<file path="src/rtl/regfile_wb_arbiter_pkg.sv">
// rtl/regfile_wb_arbiter_pkg.sv - shared widths, types and write-back requester indices
package regfile_wb_arbiter_pkg;

    localparam int DATA_WIDTH     = 32;
    localparam int REG_ADDR_WIDTH = 5;
    localparam int NUM_REGS       = 1 << REG_ADDR_WIDTH;

    // Write-back requester indices
    localparam int WB_ALU = 0;
    localparam int WB_LSU = 1;
    localparam int WB_MDU = 2;

    typedef logic [DATA_WIDTH-1:0]     data_t;
    typedef logic [REG_ADDR_WIDTH-1:0] reg_addr_t;

endpackage

</file>
<file path="src/rtl/regfile_wb_arbiter_rr_arbiter.sv">
// rtl/regfile_wb_arbiter_rr_arbiter.sv - combinational round-robin arbiter with one-hot grant
module rr_arbiter #(
    parameter int N  = 3,
    parameter int PW = (N > 1) ? $clog2(N) : 1
) (
    input  logic [N-1:0]  req,
    input  logic [PW-1:0] ptr,
    output logic [N-1:0]  gnt
);

    logic found;

    // Search from ptr upward, wrapping modulo N; the first active request wins
    always_comb begin
        gnt   = '0;
        found = 1'b0;
        for (int k = 0; k < N; k++) begin
            for (int i = 0; i < N; i++) begin
                if (!found && req[i] && (((int'(ptr) + k) % N) == i)) begin
                    gnt[i] = 1'b1;
                    found  = 1'b1;
                end
            end
        end
    end

endmodule

</file>
<file path="src/rtl/regfile_wb_arbiter.sv">
// rtl/regfile_wb_arbiter.sv - register-file write-back arbiter; REGFILE_SCOREBOARD_EN adds busy scoreboard
module regfile_wb_arbiter
    import regfile_wb_arbiter_pkg::*;
#(
    parameter int NUM_REQ = 3
) (
    input  logic                                    clk,
    input  logic                                    rst_n,
    input  logic [NUM_REQ-1:0]                      req_valid,
    input  logic [NUM_REQ-1:0][REG_ADDR_WIDTH-1:0]  req_rd,
    input  logic [NUM_REQ-1:0][DATA_WIDTH-1:0]      req_data,
    output logic [NUM_REQ-1:0]                      req_ready,
    input  logic                                    wb_stall,
    output logic                                    wr_en,
    output logic [REG_ADDR_WIDTH-1:0]               wr_addr,
    output logic [DATA_WIDTH-1:0]                   wr_data,
    input  logic                                    issue_valid,
    input  logic [REG_ADDR_WIDTH-1:0]               issue_rd,
    input  logic [REG_ADDR_WIDTH-1:0]               rs1_addr,
    input  logic [REG_ADDR_WIDTH-1:0]               rs2_addr,
    output logic                                    rs1_busy,
    output logic                                    rs2_busy
);

    localparam int PTR_W = (NUM_REQ > 1) ? $clog2(NUM_REQ) : 1;

    logic [PTR_W-1:0]   rr_ptr_q, rr_ptr_d;
    logic [NUM_REQ-1:0] arb_req, gnt;
    logic               xfer;
    logic [PTR_W-1:0]   sel_idx;
    reg_addr_t          sel_rd;
    data_t              sel_data;
    logic               wr_en_q, wr_en_d;
    reg_addr_t          wr_addr_q, wr_addr_d;
    data_t              wr_data_q, wr_data_d;

    assign arb_req = wb_stall ? '0 : req_valid;

    rr_arbiter #(
        .N  (NUM_REQ),
        .PW (PTR_W)
    ) u_rr_arbiter (
        .req (arb_req),
        .ptr (rr_ptr_q),
        .gnt (gnt)
    );

    // Grants are suppressed while reset is held so no requester sees an accept
    assign req_ready = rst_n ? gnt : '0;

    // Pick out the granted requester's index, destination and data
    always_comb begin
        xfer     = 1'b0;
        sel_idx  = '0;
        sel_rd   = '0;
        sel_data = '0;
        for (int i = 0; i < NUM_REQ; i++) begin
            if (req_ready[i]) begin
                xfer     = 1'b1;
                sel_idx  = PTR_W'(i);
                sel_rd   = req_rd[i];
                sel_data = req_data[i];
            end
        end
    end

    // Rotate the pointer past the winner; writes to x0 are accepted but not performed
    always_comb begin
        rr_ptr_d  = rr_ptr_q;
        wr_en_d   = 1'b0;
        wr_addr_d = wr_addr_q;
        wr_data_d = wr_data_q;
        if (xfer) begin
            rr_ptr_d = (sel_idx == PTR_W'(NUM_REQ - 1)) ? '0 : sel_idx + 1'b1;
            if (sel_rd != '0) begin
                wr_en_d   = 1'b1;
                wr_addr_d = sel_rd;
                wr_data_d = sel_data;
            end
        end
    end

    // Arbiter pointer and registered write port
    always_ff @(posedge clk or negedge rst_n) begin
        if (!rst_n) begin
            rr_ptr_q  <= '0;
            wr_en_q   <= 1'b0;
            wr_addr_q <= '0;
            wr_data_q <= '0;
        end else begin
            rr_ptr_q  <= rr_ptr_d;
            wr_en_q   <= wr_en_d;
            wr_addr_q <= wr_addr_d;
            wr_data_q <= wr_data_d;
        end
    end

    assign wr_en   = wr_en_q;
    assign wr_addr = wr_addr_q;
    assign wr_data = wr_data_q;

`ifdef REGFILE_SCOREBOARD_EN
    logic [NUM_REGS-1:0] busy_q, busy_d;

    // Issue marks a destination pending, write-back clears it; issue wins, x0 never busy
    always_comb begin
        busy_d = busy_q;
        if (wr_en_q) begin
            busy_d[wr_addr_q] = 1'b0;
        end
        if (issue_valid && (issue_rd != '0)) begin
            busy_d[issue_rd] = 1'b1;
        end
        busy_d[0] = 1'b0;
    end

    // Busy vector storage
    always_ff @(posedge clk or negedge rst_n) begin
        if (!rst_n) begin
            busy_q <= '0;
        end else begin
            busy_q <= busy_d;
        end
    end

    // A register being written back this cycle already reads as ready
    assign rs1_busy = busy_q[rs1_addr] & ~(wr_en_q && (wr_addr_q == rs1_addr));
    assign rs2_busy = busy_q[rs2_addr] & ~(wr_en_q && (wr_addr_q == rs2_addr));
`else
    logic sb_unused;
    assign sb_unused = ^{issue_valid, issue_rd, rs1_addr, rs2_addr};
    assign rs1_busy  = 1'b0;
    assign rs2_busy  = 1'b0;
`endif

endmodule

</file>
<file path="config.mk">
export PLATFORM = sky130hd
export DESIGN_NAME = regfile_wb_arbiter
export DESIGN_NICKNAME = d
export VERILOG_FILES = /design/src/rtl/regfile_wb_arbiter_pkg.sv /design/src/rtl/regfile_wb_arbiter_rr_arbiter.sv /design/src/rtl/regfile_wb_arbiter.sv
export SDC_FILE = /design/constraint.sdc
export NUM_CORES = 1
export LEC_CHECK = 0
export CAP_MARGIN = 0
export CORE_ASPECT_RATIO = 1.2
export CORE_MARGIN = 2
export CORE_UTILIZATION = 34
export CTS_CLUSTER_DIAMETER = 200
export DETAILED_ROUTE_END_ITERATION = 16
export PLACE_DENSITY = 0.91
export SLEW_MARGIN = 20
export SYNTH_ARGS = -nofsm -noshare
export SYNTH_HDL_FRONTEND = slang
export SYNTH_HIERARCHICAL = 1
export SYNTH_SLANG_ARGS = --single-unit
</file>
<file path="constraint.sdc">
create_clock -name clk -period 3.97 [get_ports clk]
set_input_delay 0.794 -clock clk [delete_from_list [all_inputs] [get_ports clk]]
set_output_delay 0.794 -clock clk [all_outputs]
set_load 0.02 [all_outputs]
</file>
==> results by group <==
Clock tree
  • Setup repair bufs after CTS: 0
  • Hold buffers post-CTS: 0
  • H-Tree Level Count: 2
  • Total CTS buffers: 5
  • CTS resizes: 0
  • Clock latency on the worst-skew pair: 0.28 ns
  • Root Buffer: clkbuf_8
  • Clk sink count: 40
  • Clock Tree Buf Depth: 2
  • Clock transition at path regs: 0.07 ns
  • CTS tree: built

STA
  • Final Skew: 0.00557 ns
  • RSZ-0062 raised after global routing: no
  • Final Hold Viols: 0
  • Min Tclk post-route: 3.73 ns
  • Crit share post-route: 94.0%
  • Final Max Tran Viols: 0
  • Final setup TNS: 0 ns
  • Fmax: 268 MHz
  • Rel. slew slack: 63.1%
  • Finish-stage setup viols: 0
  • Slew @ Worst Pin: 0.554 ns

Final layout
  • Fin cells: 459
  • Area growth, synth to finish: 75.2%
  • Share of layout cells above drive strength 1: 5.88%
  • Diodes inserted: 0
  • FILL cells: 562
  • Final net count: 508

Detailed routing
  • First-pass iteration count of the detailed router: 8
  • DRT met1 WL: 2710 um
  • Number of DRC markers in iteration 0: 151
  • Total wire length: 7300 um
  • Top sig layer: met4
  • WL/cell: 15.9 um
  • Via count: 2,391
  • Met2 Routed Length: 3870 um
  • DRC errors left: 0
  • Met3 wire length: 608 um
  • Vias/cell: 5.21
  • Post-DRT Antenna Nets: 0

Global route
  • GRT overflow: 0
  • Largest net degree at the start of global routing: 36
  • Initial antenna violation count: 0
  • Vias in the first global route: 2,474
  • GRT Total Usage: 20.1%
  • First-pass GRT wire length: 11,700 um

Floorplan
  • Row count: 32
  • Initial Utilization: 35.4%
  • Die Span Y: 94.0 um
  • I/O pin cnt: 176
  • Die area: 0.00742 sq mm
  • Core Region: 0.00649 sq mm
  • DIE WIDTH: 79.0 um

Placed design
  • DP Wirelength: 5660 um
  • Placed cells: 451
  • Input/output buffers: 157
  • GP Congestion: 0.739

Critical path
  • Slowest CP cell: clkdlybuf4s50_1
  • Data arrival, critical path: 2.94 ns
  • Critical path startpoint category: input port
  • Setup Crit Path Kind: input port to output pin
  • CP most frequent cell: clkdlybuf4s50_1
  • Max stage delay on crit path: 0.61 ns
  • Delay-heaviest family, CP: buffers and inverters
  • WP data required: 3.18 ns
  • Worst Path Max Fanout: 6
  • Crit. End Element: output pin
  • WP buf/inv: 3
  • Worst path cell trace: clkdlybuf4s50_1, nor2b_1, and2_1, o32ai_2, nand2_1, inv_1, clkdlybuf4s50_1

Pwr
  • Int Power: 0.00132 W
  • P_sw: 0.000844 W
  • Pleak: 1.66 nW
  • Logic gate share of total power: 58.1%
  • PD cells: 540 mW/mm^2
  • Sequential share of power: 29.1%
  • Max rail drop VDD: 0.000301 V
  • Switching Fraction: 38.9%
  • Clock power frac: 12.8%
  • Pwr Total: 0.00217 W

Synthesis
  • Netlist cell types: 34
  • Synth Register Bits: 40
  • Sequential area share after synthesis: 43.6%
  • Mapped Area: 0.00229 sq mm
  • Synth Instances: 221
  • Synth warn: 6
  • Syn Area/Cell: 10.4 sq um

Status
  • Outcome: complete, no violations

Job
  • Max cap viols: 0

Min path
  • Hold WC Path Type: input port to async pin
## layout make-up
cell class	instances	area, sq um	share of cell area (%)
timing repair buffer	164	1620	40.3
clock buffer	7	86.3	2.15
clock inverter	1	7.51	0.187
tap	85	106	2.65
multi-input combinational	123	1050	26.2
sequential	40	1000	24.9
inverter	39	146	3.64
## stage by stage
| stage | hold slack (ns) | setup slack (ns) | util, % | area [sq um] |
|---|---|---|---|---|
| finish | 0.498 | 0.239 | 61.9 | 4020 |
| global placement | 0.489 | 0.304 | 60.5 | 3920 |
| global route | 0.513 | 0.107 | 61.9 | 4020 |
| floorplan | 0.476 | 0.847 | - | 2300 |
| CTS | 0.496 | 0.234 | 61.9 | 4020 |
| detailed placement | 0.501 | 0.221 | 60.5 | 3920 |
## power by group through the flow
stage                     sequential, W  clock, W  combinational (W)
final                          0.000630  0.000278            0.00126
after global routing           0.000648  0.000311            0.00135
after CTS                      0.000631  0.000289            0.00127
after detailed placement       0.000636         0            0.00127
after global placement         0.000629         0            0.00124
after floorplan                0.000793         0           0.000602
## flip-flops by register name, summed over array words and instances (netlist names)
name / flops
rr_ptr_q: 2
wr_data: 32
wr_en: 1
wr_addr: 5
## worst register-to-register path: stages, from the launching register on
cell and delay [ns]:
dfrtp_1 0.38, inv_1 0.05, ha_1 0.33, nor2_1 0.06
o32ai_2 0.51, nor4bb_4 0.11, a22o_1 0.21, nor4_2 0.31
or3b_2 0.49, buf_4 0.27, mux2i_1 0.18
## synth_stat cells
master / count / area share (%)
o21ba_1: 2 / 0.87
and2_1: 4 / 1.1
nand3b_1: 2 / 0.65
buf_4: 2 / 0.65
a222oi_1: 32 / 14
a31o_1: 2 / 0.76
nor2_1: 2 / 0.33
mux2i_1: 32 / 14
and3b_1: 1 / 0.38
nor2b_1: 3 / 0.82
dfrtp_1: 40 / 44
nand3_1: 2 / 0.44
or3b_1: 1 / 0.38
nand2b_1: 3 / 0.82
ha_1: 2 / 1.1
o21ai_1: 6 / 1.3
buf_6: 4 / 2.0
clkbuf_1: 13 / 2.1
nand4bb_1: 1 / 0.49
inv_1: 39 / 6.4
a22o_1: 2 / 0.76
o2111a_1: 1 / 0.49
a21o_1: 2 / 0.65
o21ai_0: 3 / 0.65
nand2_1: 7 / 1.1
conb_1: 1 / 0.16
and2_2: 1 / 0.33
or2_2: 2 / 0.55
nor4bb_1: 1 / 0.44
nor4_2: 1 / 0.55
a21boi_1: 1 / 0.33
a21oi_1: 4 / 0.87
o32ai_2: 1 / 0.71
buf_2: 1 / 0.22
## cell usage in the layout (no fill, tap or decap), types with 3 or more instances in the layout
master	count
o21ai_0	3
and2_1	4
nand2_1	7
o21ai_1	6
nand2b_1	3
clkdlybuf4s50_1	156
inv_1	39
dfrtp_1	40
mux2i_1	32
clkbuf_8	6
buf_4	7
nor2b_1	3
a21oi_1	4
a222oi_1	32
## routing by layer
layer  GRT usage (%)  vias to the layer above
li1                -                     1117
met2            37.3                      132
met3            5.67                       11
met4            6.32                        0
met5               0                        -
met1            22.0                     1131
## cell families (layout without fill, tap and decap cells)
logic type	count (synthesis)	count (layout)	synth area share, %
other cells	1	2	0.164
mux	32	32	14.0
flops	40	40	43.6
compound gates	56	56	21.4
simple gates	31	31	8.40
buf+inv	59	211	11.3
fa+ha+maj	2	2	1.09
## final timing paths
kind                                         start                       to  slack (ns)  cells after the start
max                                       wb_stall             req_ready[1]        0.24                      7
min                                          rst_n  wr_data[10]$_DFFE_PN0P_        0.50                      1
max reg2reg                rr_ptr_q[0]$_DFFE_PN0P_   wr_data[5]$_DFFE_PN0P_        0.96                     10
min reg2reg                 wr_addr[1]$_DFFE_PN0P_   wr_addr[1]$_DFFE_PN0P_        0.51                      1
max in group asynchronous                    rst_n  wr_data[22]$_DFFE_PN0P_        2.75                      2
min in group clk            wr_addr[1]$_DFFE_PN0P_   wr_addr[1]$_DFFE_PN0P_        0.51                      1
No activity file was read; power rests on OpenSTA's default activity.
